[config.mk]
export PLATFORM = sky130hd
export DESIGN_NAME = led_pattern_ctrl
export DESIGN_NICKNAME = d
export VERILOG_FILES = /design/src/rtl/led_pattern_ctrl.sv
export SDC_FILE = /design/constraint.sdc
export NUM_CORES = 1
export LEC_CHECK = 0
export BUFFER_PORTS_ARGS = -buffer_cell sky130_fd_sc_hd__buf_4
export CORE_AREA = 2 2 39 41
export CTS_CLUSTER_DIAMETER = 200
export DETAILED_ROUTE_END_ITERATION = 8
export DIE_AREA = 0 0 41 43
export PLACE_DENSITY = 0.66
export REMOVE_ABC_BUFFERS = 1
export SETUP_SLACK_MARGIN = 0.15
export SLEW_MARGIN = 10
export SYNTH_ARGS = -nofsm -noshare
export SYNTH_HDL_FRONTEND = slang
export SYNTH_SLANG_ARGS = --single-unit
[constraint.sdc]
create_clock -name clock -period 2.2 [get_ports clock]
set_clock_uncertainty 0.05 [all_clocks]
set_input_delay 0.44 -clock clock [delete_from_list [all_inputs] [get_ports clock]]
set_output_delay 0.44 -clock clock [all_outputs]
set_load 0.005 [all_outputs]
[src/rtl/led_pattern_ctrl.sv]
// LED pattern sequencer: advances a switch-selected pattern (rotate, ping-pong, blink)
// by one step per accepted strobe and pulses o_wrap when a pattern cycle completes.
module led_pattern_ctrl #(
  parameter int unsigned NB_LEDS = 4  // must be 2 or more
) (
  input  logic               clock,
  input  logic               i_reset,
  input  logic               i_valid,
  input  logic               i_enable,
  input  logic [1:0]         i_mode,
  output logic [NB_LEDS-1:0] o_led,
  output logic [1:0]         o_mode,
  output logic               o_wrap
);

  typedef enum logic [1:0] {
    ModeRotLeft  = 2'b00,
    ModeRotRight = 2'b01,
    ModePingPong = 2'b10,
    ModeBlink    = 2'b11
  } mode_e;

  typedef enum logic {
    DirUp   = 1'b0,
    DirDown = 1'b1
  } dir_e;

  localparam logic [NB_LEDS-1:0] LedLsb = {{(NB_LEDS-1){1'b0}}, 1'b1};
  localparam logic [NB_LEDS-1:0] LedMsb = {1'b1, {(NB_LEDS-1){1'b0}}};
  localparam logic [NB_LEDS-1:0] LedAll = {NB_LEDS{1'b1}};

  logic [NB_LEDS-1:0] led_q, led_d;
  mode_e              mode_q, mode_d;
  dir_e               dir_q, dir_d;
  logic               wrap_q, wrap_d;

  logic  step;
  mode_e mode_in;

  assign step    = i_enable & i_valid;
  assign mode_in = mode_e'(i_mode);

  always_comb begin
    led_d  = led_q;
    mode_d = mode_q;
    dir_d  = dir_q;
    wrap_d = 1'b0;

    if (step) begin
      if (mode_in != mode_q) begin
        // A mode change only reloads the pattern; it never counts as an advance.
        mode_d = mode_in;
        dir_d  = DirUp;
        unique case (mode_in)
          ModeRotLeft:  led_d = LedLsb;
          ModeRotRight: led_d = LedMsb;
          ModePingPong: led_d = LedLsb;
          ModeBlink:    led_d = LedAll;
          default:      led_d = LedLsb;
        endcase
      end else begin
        unique case (mode_q)
          ModeRotLeft: begin
            led_d  = {led_q[NB_LEDS-2:0], led_q[NB_LEDS-1]};
            wrap_d = led_q[NB_LEDS-1];
          end
          ModeRotRight: begin
            led_d  = {led_q[0], led_q[NB_LEDS-1:1]};
            wrap_d = led_q[0];
          end
          ModePingPong: begin
            // Direction flips on the step that lands on an endpoint, so each end shows once.
            if (dir_q == DirUp) begin
              led_d = led_q << 1;
              if (led_d[NB_LEDS-1]) dir_d = DirDown;
            end else begin
              led_d = led_q >> 1;
              if (led_d[0]) begin
                dir_d  = DirUp;
                wrap_d = 1'b1;
              end
            end
          end
          ModeBlink: begin
            led_d  = ~led_q;
            wrap_d = (led_q == '0);
          end
          default: led_d = led_q;
        endcase
      end
    end
  end

  always_ff @(posedge clock) begin
    if (!i_reset) begin
      led_q  <= LedLsb;
      mode_q <= ModeRotLeft;
      dir_q  <= DirUp;
      wrap_q <= 1'b0;
    end else begin
      led_q  <= led_d;
      mode_q <= mode_d;
      dir_q  <= dir_d;
      wrap_q <= wrap_d;
    end
  end

  assign o_led  = led_q;
  assign o_mode = mode_q;
  assign o_wrap = wrap_q;

  a_onehot_outside_blink : assert property (@(posedge clock) disable iff (!i_reset)
    (mode_q != ModeBlink) |-> $onehot(led_q));

  a_wrap_needs_step : assert property (@(posedge clock) disable iff (!i_reset)
    !step |=> !wrap_q);

endmodule

**Word level (Yosys, flattened, before mapping)**

Index checks and enable logic that the tools add are counted.

- Flip-flop bits (word level): 8
- Output and inout bits: 7
- Word-level logic and storage cells: 35

- Eq/ne operators: 7
- Multiplexer cells: 12
- Bitwise operators: 4
- Reduce and logical (&&, ||, !) cells: 8

Operators by type and width:

| kind | number |
|---|---|
| case mux 4 bit (4 select lines) | 1 |
| case mux 4 bit (3 select lines) | 1 |
| equality test 2 bit, second input constant | 4 |
| 2-to-1 mux 4 bit | 2 |
| 2-to-1 mux 1 bit | 7 |
| equality test 2 x 1 -> 1 bit, second input constant | 2 |
| logical NOT 2 bit | 2 |
| logical NOT 4 bit | 1 |
| inverter 4 bit | 1 |
| case mux 1 bit (4 select lines) | 1 |
| AND reduction 2 bit | 2 |
| OR reduction 3 bit | 1 |
| != test 2 bit | 1 |
| inverter 1 bit | 2 |
| nonzero test 2 bit | 1 |
| OR reduction 2 bit | 1 |
| AND 1 bit | 1 |

**Longest topological paths before layout**

Gate-level depths: netlist of run 1.

- Depth after elaboration: 4
- Gate-level depth with buffers: 6
- Gate-level depth less buffers: 4

**Least setup slack after synthesis of run 1**

Ideal clock, no wire load.

- Path type: input to register
- Start: in i_mode[0]
- End: reg led_q[0], in the netlist o_led[0]
- Arrival time: 1,398 ps
- Required time: 2,028 ps
- Slack: 630 ps
- Cell stages on the path: 5
- Cell sequence: buf_2 -> or3_1 -> a21boi_1 -> o22ai_1 -> a221o_1

- Cells in the longest elaborated chain, start to end: 4

Ends and longest elaborated chain:

| item | line | text |
|---|---|---|
| from (decl) | 10 | `input logic [1:0] i_mode,` |
| equality test 2 bit or logical NOT 2 bit (tied branches) | 54 | `unique case (mode_in)` |
| OR reduction 2 bit (no source line) | n/a |  |
| case mux 4 bit (3 select lines) | 54 |  |
| 2-to-1 mux 4 bit * | 50 | `if (mode_in != mode_q) begin` |
| to (signal assigned) | 96 | `led_q <= LedLsb;` |
| to (signal assigned) | 101 | `led_q <= led_d;` |
| to (decl) | 32 | `logic [NB_LEDS-1:0] led_q, led_d;` |

Every way passes the cells marked *; elsewhere a longest branch is shown, timed or not.
A chain may end at the register's enable or synchronous reset.

**Final worst setup path of run 1**

- Start: reg mode_q[0], in the netlist o_mode[0]
- End: reg led_q[0], in the netlist o_led[0]

- Cells in the longest elaborated chain, start to end: 3

Ends and longest elaborated chain:

| item | line | text |
|---|---|---|
| from (decl) | 33 | `mode_e mode_q, mode_d;` |
| from (signal assigned) | 97 | `mode_q <= ModeRotLeft;` |
| from (signal assigned) | 102 | `mode_q <= mode_d;` |
| equality test 2 bit, or another cell as far along | 62 | `unique case (mode_q)` |
| case mux 4 bit (4 select lines) | 62 |  |
| 2-to-1 mux 4 bit * | 50 |  |

Marks and branches as above.

==> impl_metrics.yaml, run 1 <==
hold_path:
  min_path_cells: 3
  hold_class: "in2reg"
  hold_end: "o_led[2]$_SDFFE_PN0P_"
  worstHoldStart: "i_reset"
placement:
  place.gp.congestion: 0.891
  port-buffer-count: 12
  dp_hpwl_mm: 1.03
  placed_area_sq_um: 662
  place_ws_ps: 474
  placed_cells: 104
yosys:
  yosys.area.top_type: "dfxtp_1"
  yosys.area_share.adder_pct: 0
  yosys.area_share.simple_pct: 19.3
  netlist_instances: 79
  ys_top_cells_by_area: "dfxtp_1 28%, a21oi_1 7.9%, nand2_1 6.6%, inv_1 4.6%, o21ai_0 4.4%"
  syn_avg_cell_area_sq_um: 7.22
  syn-cell-area_sq_um: 571
  seq_area_frac_synth_pct: 28.1
  synthXorXnorAreaFrac_pct: 3.07
  synth_seq_cells: 8
  synthMuxAreaShare_pct: 3.51
  synthDistinctLibCells: 30
  synth_compound_area_share_pct: 36.8
  yosys_warnings: 0
  synth_top_area_share_pct: 28.1
  synth_top_family_by_area: "compound AO/OA/AOI/OAI gates"
detailed_routing:
  drt_iter0_markers: 10
  dr.max_layer_used: "met3"
  wl_met3_um: 69
  wl_mm: 1.39
  wire_per_inst_um: 13.0
  wl_met2_um: 684
  vias_per_cell: 5.74
  ant_nets: 0
  drtPass1Iterations: 4
  route.layer.met1.wl_um: 639
  drc_errors: 0
  num_vias: 614
cells_and_area:
  final_area_sq_um: 684
  instances_no_fill: 107
  final_cell_mix: "13 x buf_4, 10 x nand2_1, 9 x a21oi_1"
  fin_nets: 99
  syn2layout_area_growth_pct: 20.0
  diodes: 0
  drive_above_1_share_pct: 17.6
  final_util_pct: 49.5
  layout_commonest_cell: "buf_4"
clocking:
  numCtsBuffers: 3
  cts.sinks: 8
  clock_latency_ps: 250
  path_clk_slew_ps: 50
  cts_resized: 0
  cts_tree: "yes"
  clockBufferDepth: 2
  htreeDepth: 1
  cts_hold_buf: 0
  post_cts_buffers: 0
  root_buffer: "clkbuf_4"
die:
  coreArea_sq_um: 1380
  initial_core_util_pct: 41.2
  rows: 14
  io_pins: 13
  die_area_sq_um: 1760
  die_width_um: 41
  die_height_um: 43
timing:
  tns_ps: 0
  fin_ws_ps: 447
  max_freq_ghz: 0.570
  hold_violations: 0
  setup_viol: 0
  slew_headroom_pct: 55.5
  finalCritPeriodShare_pct: 79.7
  drv_slew: 0
  hold_ws_ps: 414
  tightest_slew_ps: 667
  grt_setup_unrepaired: "no"
  min_period_ps: 1750
worst_setup_path:
  crit_fanout: 20
  worstReg2RegStart: "o_mode[0]$_SDFFE_PN0P_"
  reg2reg_to: "o_led[0]$_SDFFE_PN1P_"
  slowest_stage: "dfxtp_1"
  worstPathCellList: "nor2b_1 > a21boi_0 > o22ai_1 > a221o_1"
  critPathRequiredTime_ps: 2290
  criticalPathCategory: "reg2reg"
  cp_slowest_stage_delay_ps: 740
  r2r_cells: 4
  cp-start-kind: "flop"
  reg2reg_slack_ps: 450
  crit_path_end_kind: "flop"
  worstPathArrival_ps: 1840
global_routing:
  grtUsageTotal_pct: 18.3
  grt_pass1_vias: 479
  antenna_found_initial: 0
  grt-ovfl-total: 0
  grt_max_degree: 21
  grt_pass1_wl_mm: 2.18
pwr:
  p_per_area_nw_per_um2: 515
  p_leak_nw: 0.279
  ir_drop_v: 0.000342
  p_total_mw: 0.353
run_status:
  status: "complete, no violations"
run:
  maxCapViolCount: 0
-- synthesized netlist by cell type (all sizes together) --
master and n:
a221oi 2, nand2 10, a21o 3, o211ai 2, or3 1, nand3 1, a22oi 1, a32o 1
o21ai 5, a21oi 9, a31oi 2, nor2 5, o2111ai 1, nor2b 1, inv 7, dfxtp 8
nor3 1, or2 1, nand2b 1, o22ai 2, buf 4, a21boi 2, nor4 2, a211o 1
and2 1, a221o 1, xnor2 2, mux2i 2
-- flip-flops by register name, indices dropped and copies added (netlist names) --
signal,cells
o_led,4
o_mode,2
dir_q,1
o_wrap,1
-- worst max-delay path, delay by kind of cell (launching register included) --
kind	cells	cell delay (ps)
flip-flops	1	740
AO/OA/AOI/OAI	3	630
AND/OR/NAND/NOR	1	220
-- report_power, final --
part           leakage [nW]  switching [mW]  internal, mW
Clock                0.0138          0.0463        0.0622
Combinational         0.200          0.0379        0.0376
Sequential           0.0655          0.0164         0.152
Total                 0.279           0.101         0.252
-- kinds of logic (layout without fill, tap and decap cells) --
group,Yosys count,count (layout)
and+or+nand+nor,24,24
AOI/OAI and AO/OA,32,32
muxes,2,2
buffers and inverters,11,23
xor gates and xnor gates,2,2
DFF,8,8
-- per-layer routing --
metal  vias to the layer above  global-route usage [%]
met5                         -                       0
met4                         0                    2.00
met3                         0                    9.42
met2                        14                    26.6
met1                       289                    24.7
li1                        311                       -
-- cell type report --
| cell class | instances | area, sq um |
|---|---|---|
| multi-input combinational | 60 | 358 |
| fill | 144 | 699 |
| sequential | 8 | 160 |
| timing repair buffer | 13 | 97.6 |
| clock buffer | 3 | 22.5 |
| tap | 16 | 20.0 |
| inverter | 7 | 26.3 |
-- how the worst max path moves through the flow --
stage / start / to / slack, ps / depth (start not counted)
global placement: o_mode[0]$_SDFFE_PN0P_ / o_led[0]$_SDFFE_PN1P_ / 500 / 4
floorplan: o_mode[0]$_SDFFE_PN0P_ / o_led[0]$_SDFFE_PN1P_ / 640 / 4
global route: o_mode[0]$_SDFFE_PN0P_ / o_led[0]$_SDFFE_PN1P_ / 310 / 4
finish: o_mode[0]$_SDFFE_PN0P_ / o_led[0]$_SDFFE_PN1P_ / 450 / 4
CTS: o_mode[0]$_SDFFE_PN0P_ / o_led[0]$_SDFFE_PN1P_ / 470 / 4
detailed placement: o_mode[0]$_SDFFE_PN0P_ / o_led[0]$_SDFFE_PN1P_ / 470 / 4
(Power assumes the default switching activity.)
==> run 2, diff against run 1 <==
==> constraint.sdc (replaced) <==
create_clock -name clock -period 1.8 [get_ports clock]
set_clock_uncertainty 0.05 [all_clocks]
set_input_delay 0.36 -clock clock [delete_from_list [all_inputs] [get_ports clock]]
set_output_delay 0.36 -clock clock [all_outputs]
set_load 0.005 [all_outputs]
==> impl_metrics.yaml, run 2 (synthesized netlist as in run 1, its figures left out) <==
timing:
  tns_ps: 0
  setup_viol: 0
  drv_slew: 0
  min_period_ps: 1550
  hold_violations: 0
  tightest_slew_ps: 357
  finalCritPeriodShare_pct: 86.0
  max_freq_ghz: 0.646
  hold_ws_ps: 339
  grt_setup_unrepaired: "no"
  slew_headroom_pct: 76.2
pwr:
  p_per_area_nw_per_um2: 620
  power_frac_seq_pct: 46.9
  p_leak_nw: 0.290
  p_switching_mw: 0.124
  swShare_pct: 28.6
  p_clk_share_pct: 30.7
  p_comb_share_pct: 22.5
  p_int_mw: 0.310
  ir_drop_v: 0.000451
clocking:
  cts.sinks: 8
  cts_tree: "yes"
  root_buffer: "clkbuf_4"
  numCtsBuffers: 3
  clock_latency_ps: 250
  path_clk_slew_ps: 50
  htreeDepth: 1
  clockBufferDepth: 2
  cts_hold_buf: 0
die:
  die_width_um: 41
  coreArea_sq_um: 1380
  die_height_um: 43
  io_pins: 13
  initial_core_util_pct: 41.2
  die_area_sq_um: 1760
  rows: 14
cells_and_area:
  fillerInstances: 139
  syn2layout_area_growth_pct: 22.8
  final_area_sq_um: 701
  diodes: 0
  final_util_pct: 50.6
  final_cell_mix: "15 x buf_4, 10 x nand2_1, 9 x a21oi_1"
  ff_latch_area_sq_um: 161
  multi_input_area_sq_um: 358
  drive_above_1_share_pct: 20.4
  fin_nets: 101
  layout_commonest_cell: "buf_4"
  largest_reg_flops: 4
hold_path:
  hold_class: "in2reg"
  worstHoldStart: "i_reset"
worst_setup_path:
  crit_fanout: 8
  worstPathCellList: "or3_1 > a21boi_1 > o22ai_1 > a221o_1"
  cp_slowest_stage_delay_ps: 410
  cp-start-kind: "flop"
  criticalPathCategory: "reg2reg"
  crit_path_end_kind: "flop"
  critPathRequiredTime_ps: 1880
  cp_top_family: "compound AO/OA/AOI/OAI gates"
  critPathBufInv: 0
  crit_path_start: "o_led[3]$_SDFFE_PN0P_"
  worstReg2RegStart: "o_led[3]$_SDFFE_PN0P_"
  worstPathArrival_ps: 1630
  slowest_stage: "or3_1"
detailed_routing:
  num_vias: 616
  drc_errors: 0
  ant_nets: 0
  drt_iter0_markers: 32
  wl_mm: 1.41
  vias_per_cell: 5.65
  drtPass1Iterations: 4
  wire_per_inst_um: 12.9
placement:
  port-buffer-count: 12
  placed_area_sq_um: 677
  dp_hpwl_mm: 1.05
  place.gp.congestion: 0.904
run:
  maxCapViolCount: 0
global_routing:
  grtUsageTotal_pct: 18.1
  grt_max_degree: 14
  grt-ovfl-total: 0
  grt_pass1_wl_mm: 2.25
  antenna_found_initial: 0
  grt_pass1_vias: 530
run_status:
  status: "complete, no violations"
## run 2: cell count changes in the layout (fill, tap and decap cells not counted), sizes merged
cell | before | now
buf | 13 | 15
## run 2: metrics by stage
stage / setup WS [ps] / instances / power (mW)
2_1_floorplan: 241 / 75 / 0.259
3_3_place_gp: 230 / 106 / 0.304
3_5_place_dp: 231 / 106 / 0.304
4_1_cts: 214 / 109 / 0.441
5_1_grt: 193 / 109 / 0.462
6_report: 251 / 109 / 0.435
## run 2: power groups by stage
stage	Sequential [mW]	Clock [mW]	Combinational, mW
detailed placement	0.207	0	0.0968
floorplan	0.206	0	0.0528
global route	0.205	0.150	0.107
global placement	0.207	0	0.0967
finish	0.204	0.133	0.0976
CTS	0.203	0.140	0.0972
## run 2: layer usage
layer | track usage, % | part of all wire, %
met1 | 25.3 | 47
met2 | 25.3 | 47
met3 | 4.71 | 5.9
met4 | 8.00 | 0
met5 | 0 | 0
## run 2: layout make-up
| class | count | area share [%] |
|---|---|---|
| repair buffers | 15 | 16.1 |
| inverters | 7 | 3.75 |
| flip-flops and latches | 8 | 23.0 |
| well taps | 16 | 2.86 |
| multi-input cells | 60 | 51.1 |
| clock buffers | 3 | 3.21 |
## run 2: timing repair
item | in CTS | in global routing
endpoints found under the setup margin | 0 | 2
setup buffers | 0 | 0
resized for setup | 0 | 1
## run 2: worst min-delay path, stage by stage
cell,delay [ps]
buf_4,120
o21ai_0,70
a21oi_1,40
## run 2: final timing paths
check                           slack (ps)                      to  cells past startpoint
worst max-delay path                   250   o_led[0]$_SDFFE_PN1P_                      4
worst min-delay path                   340   o_led[2]$_SDFFE_PN0P_                      3
worst max register to register         250   o_led[0]$_SDFFE_PN1P_                      4
worst min register to register         480  o_mode[1]$_SDFFE_PN0P_                      2
==> run 3, diff against run 2 <==
--- a/config.mk
+++ b/config.mk
@@ -6,11 +6,10 @@
 export NUM_CORES = 1
 export LEC_CHECK = 0
 export BUFFER_PORTS_ARGS = -buffer_cell sky130_fd_sc_hd__buf_4
-export CORE_AREA = 2 2 39 41
+export CORE_MARGIN = 2
+export CORE_UTILIZATION = 40
 export CTS_CLUSTER_DIAMETER = 200
 export DETAILED_ROUTE_END_ITERATION = 8
-export DIE_AREA = 0 0 41 43
-export PLACE_DENSITY = 0.66
 export REMOVE_ABC_BUFFERS = 1
 export SETUP_SLACK_MARGIN = 0.15
 export SLEW_MARGIN = 10
==> impl_metrics.yaml, run 3 (synthesized netlist as in run 1, its figures left out) <==
run_status:
  status: "complete, no violations"
timing:
  finalCritPeriodShare_pct: 85.8
  grt_setup_unrepaired: "no"
  hold_violations: 0
  setup_viol: 0
  slew_headroom_pct: 75.6
  min_period_ps: 1540
  tightest_slew_ps: 365
  tns_ps: 0
  max_freq_ghz: 0.648
  drv_slew: 0
hold_path:
  hold_class: "in2reg"
global_routing:
  grtUsageTotal_pct: 19.6
  grt_pass1_vias: 584
  busiest_layer: "met2"
  grtUsageMet1_pct: 24.2
  antenna_found_initial: 0
  grt_pass1_wl_mm: 2.66
  grt_max_degree: 15
  gr-usage-met2_pct: 31.9
  grt-ovfl-total: 0
  grt_use_met3_pct: 5.65
worst_setup_path:
  reg2reg_slack_ps: 260
  worstSetupEndpoint: "o_led[0]$_SDFFE_PN1P_"
  crit_path_start: "o_led[3]$_SDFFE_PN0P_"
  criticalPathCategory: "reg2reg"
  cp_top_family: "compound AO/OA/AOI/OAI gates"
  cp_slowest_stage_delay_ps: 400
  worstReg2RegStart: "o_led[3]$_SDFFE_PN0P_"
  slowest_stage: "dfxtp_1"
  worstPathArrival_ps: 1630
  r2r_cells: 4
  reg2reg_to: "o_led[0]$_SDFFE_PN1P_"
  crit_fanout: 8
  worstPathCellList: "or3_1 > a21boi_1 > o22ai_1 > a221o_1"
  critPathRequiredTime_ps: 1890
  cp-start-kind: "flop"
  crit_path_end_kind: "flop"
  critPathBufInv: 0
  cp.depth: 4
clocking:
  path_clk_slew_ps: 60
  root_buffer: "clkbuf_4"
  cts_tree: "yes"
  clock_latency_ps: 260
  cts_resized: 0
  cts_hold_buf: 0
  cts.sinks: 8
  clockBufferDepth: 2
  numCtsBuffers: 3
  htreeDepth: 1
  post_cts_buffers: 0
detailed_routing:
  drtPass1Iterations: 4
  wire_per_inst_um: 14.9
  num_vias: 649
  drt_iter0_markers: 18
  ant_nets: 0
  wl_mm: 1.60
  drc_errors: 0
  vias_per_cell: 6.07
cells_and_area:
  syn2layout_area_growth_pct: 21.3
  ff_latch_area_sq_um: 161
  layout_commonest_cell: "buf_4"
  fin_nets: 100
  final_cell_mix: "14 x buf_4, 10 x nand2_1, 9 x a21oi_1"
  largest_reg_flops: 4
  fillerInstances: 137
  final_util_pct: 52.5
  diodes: 0
  instances_no_fill: 107
  multi_input_area_sq_um: 358
  final_area_sq_um: 692
  drive_above_1_share_pct: 19.6
placement:
  place.gp.congestion: 0.807
  dp_hpwl_mm: 1.09
  port-buffer-count: 12
  placed_area_sq_um: 668
  placed_cells: 104
die:
  die_height_um: 41.8
  initial_core_util_pct: 43.3
  die_area_sq_um: 1740
  rows: 13
  io_pins: 13
  die_width_um: 41.8
  coreArea_sq_um: 1320
pwr:
  p_per_area_nw_per_um2: 639
  ir_drop_v: 0.000478
  p_leak_nw: 0.285
run:
  maxCapViolCount: 0
## run 3: power breakdown
group	total [mW]	leakage, nW	switching (mW)	internal, mW
combinational	0.0975	0.205	0.0504	0.0472
clock	0.138	0.0138	0.0620	0.0764
sequential	0.206	0.0659	0.0203	0.186
total	0.442	0.285	0.133	0.310
## run 3: worst reg2reg max path, stage by stage, from the launching register on
cell	delay [ps]
dfxtp_1	400
or3_1	400
a21boi_1	170
o22ai_1	90
a221o_1	320
## run 3: stage by stage
stage                     hold WS, ps  worst slack, ps  power, mW
after floorplan                   446              241      0.259
after global placement            563              245      0.304
after detailed placement          556              205      0.304
after CTS                         328              163      0.442
after global routing              329              194      0.468
final                             336              256      0.442
## run 3: area by class of cell
| cell class | count | area share, % |
|---|---|---|
| Multi-Input combinational cell | 60 | 51.7 |
| Sequential cell | 8 | 23.3 |
| Timing Repair Buffer | 14 | 15.2 |
| Inverter | 7 | 3.80 |
| Clock buffer | 3 | 3.25 |
| Tap cell | 15 | 2.71 |
## run 3: how the worst min path moves through the flow
stage | from | end | cells past startpoint
finish | i_reset | o_led[3]$_SDFFE_PN0P_ | 3
global route | i_reset | o_led[3]$_SDFFE_PN0P_ | 3
CTS | i_reset | o_led[3]$_SDFFE_PN0P_ | 3
detailed placement | dir_q$_SDFFE_PN0P_ | dir_q$_SDFFE_PN0P_ | 2
global placement | o_led[1]$_SDFFE_PN0P_ | o_led[1]$_SDFFE_PN0P_ | 2
floorplan | i_mode[0] | o_mode[0]$_SDFFE_PN0P_ | 2
## run 3: layer usage
| layer | part of all wire [%] | wire, um |
|---|---|---|
| met3 | 6.3 | 100 |
| met1 | 45 | 723 |
| met4 | 1.2 | 19 |
| met5 | 0 | 0 |
| met2 | 47 | 754 |
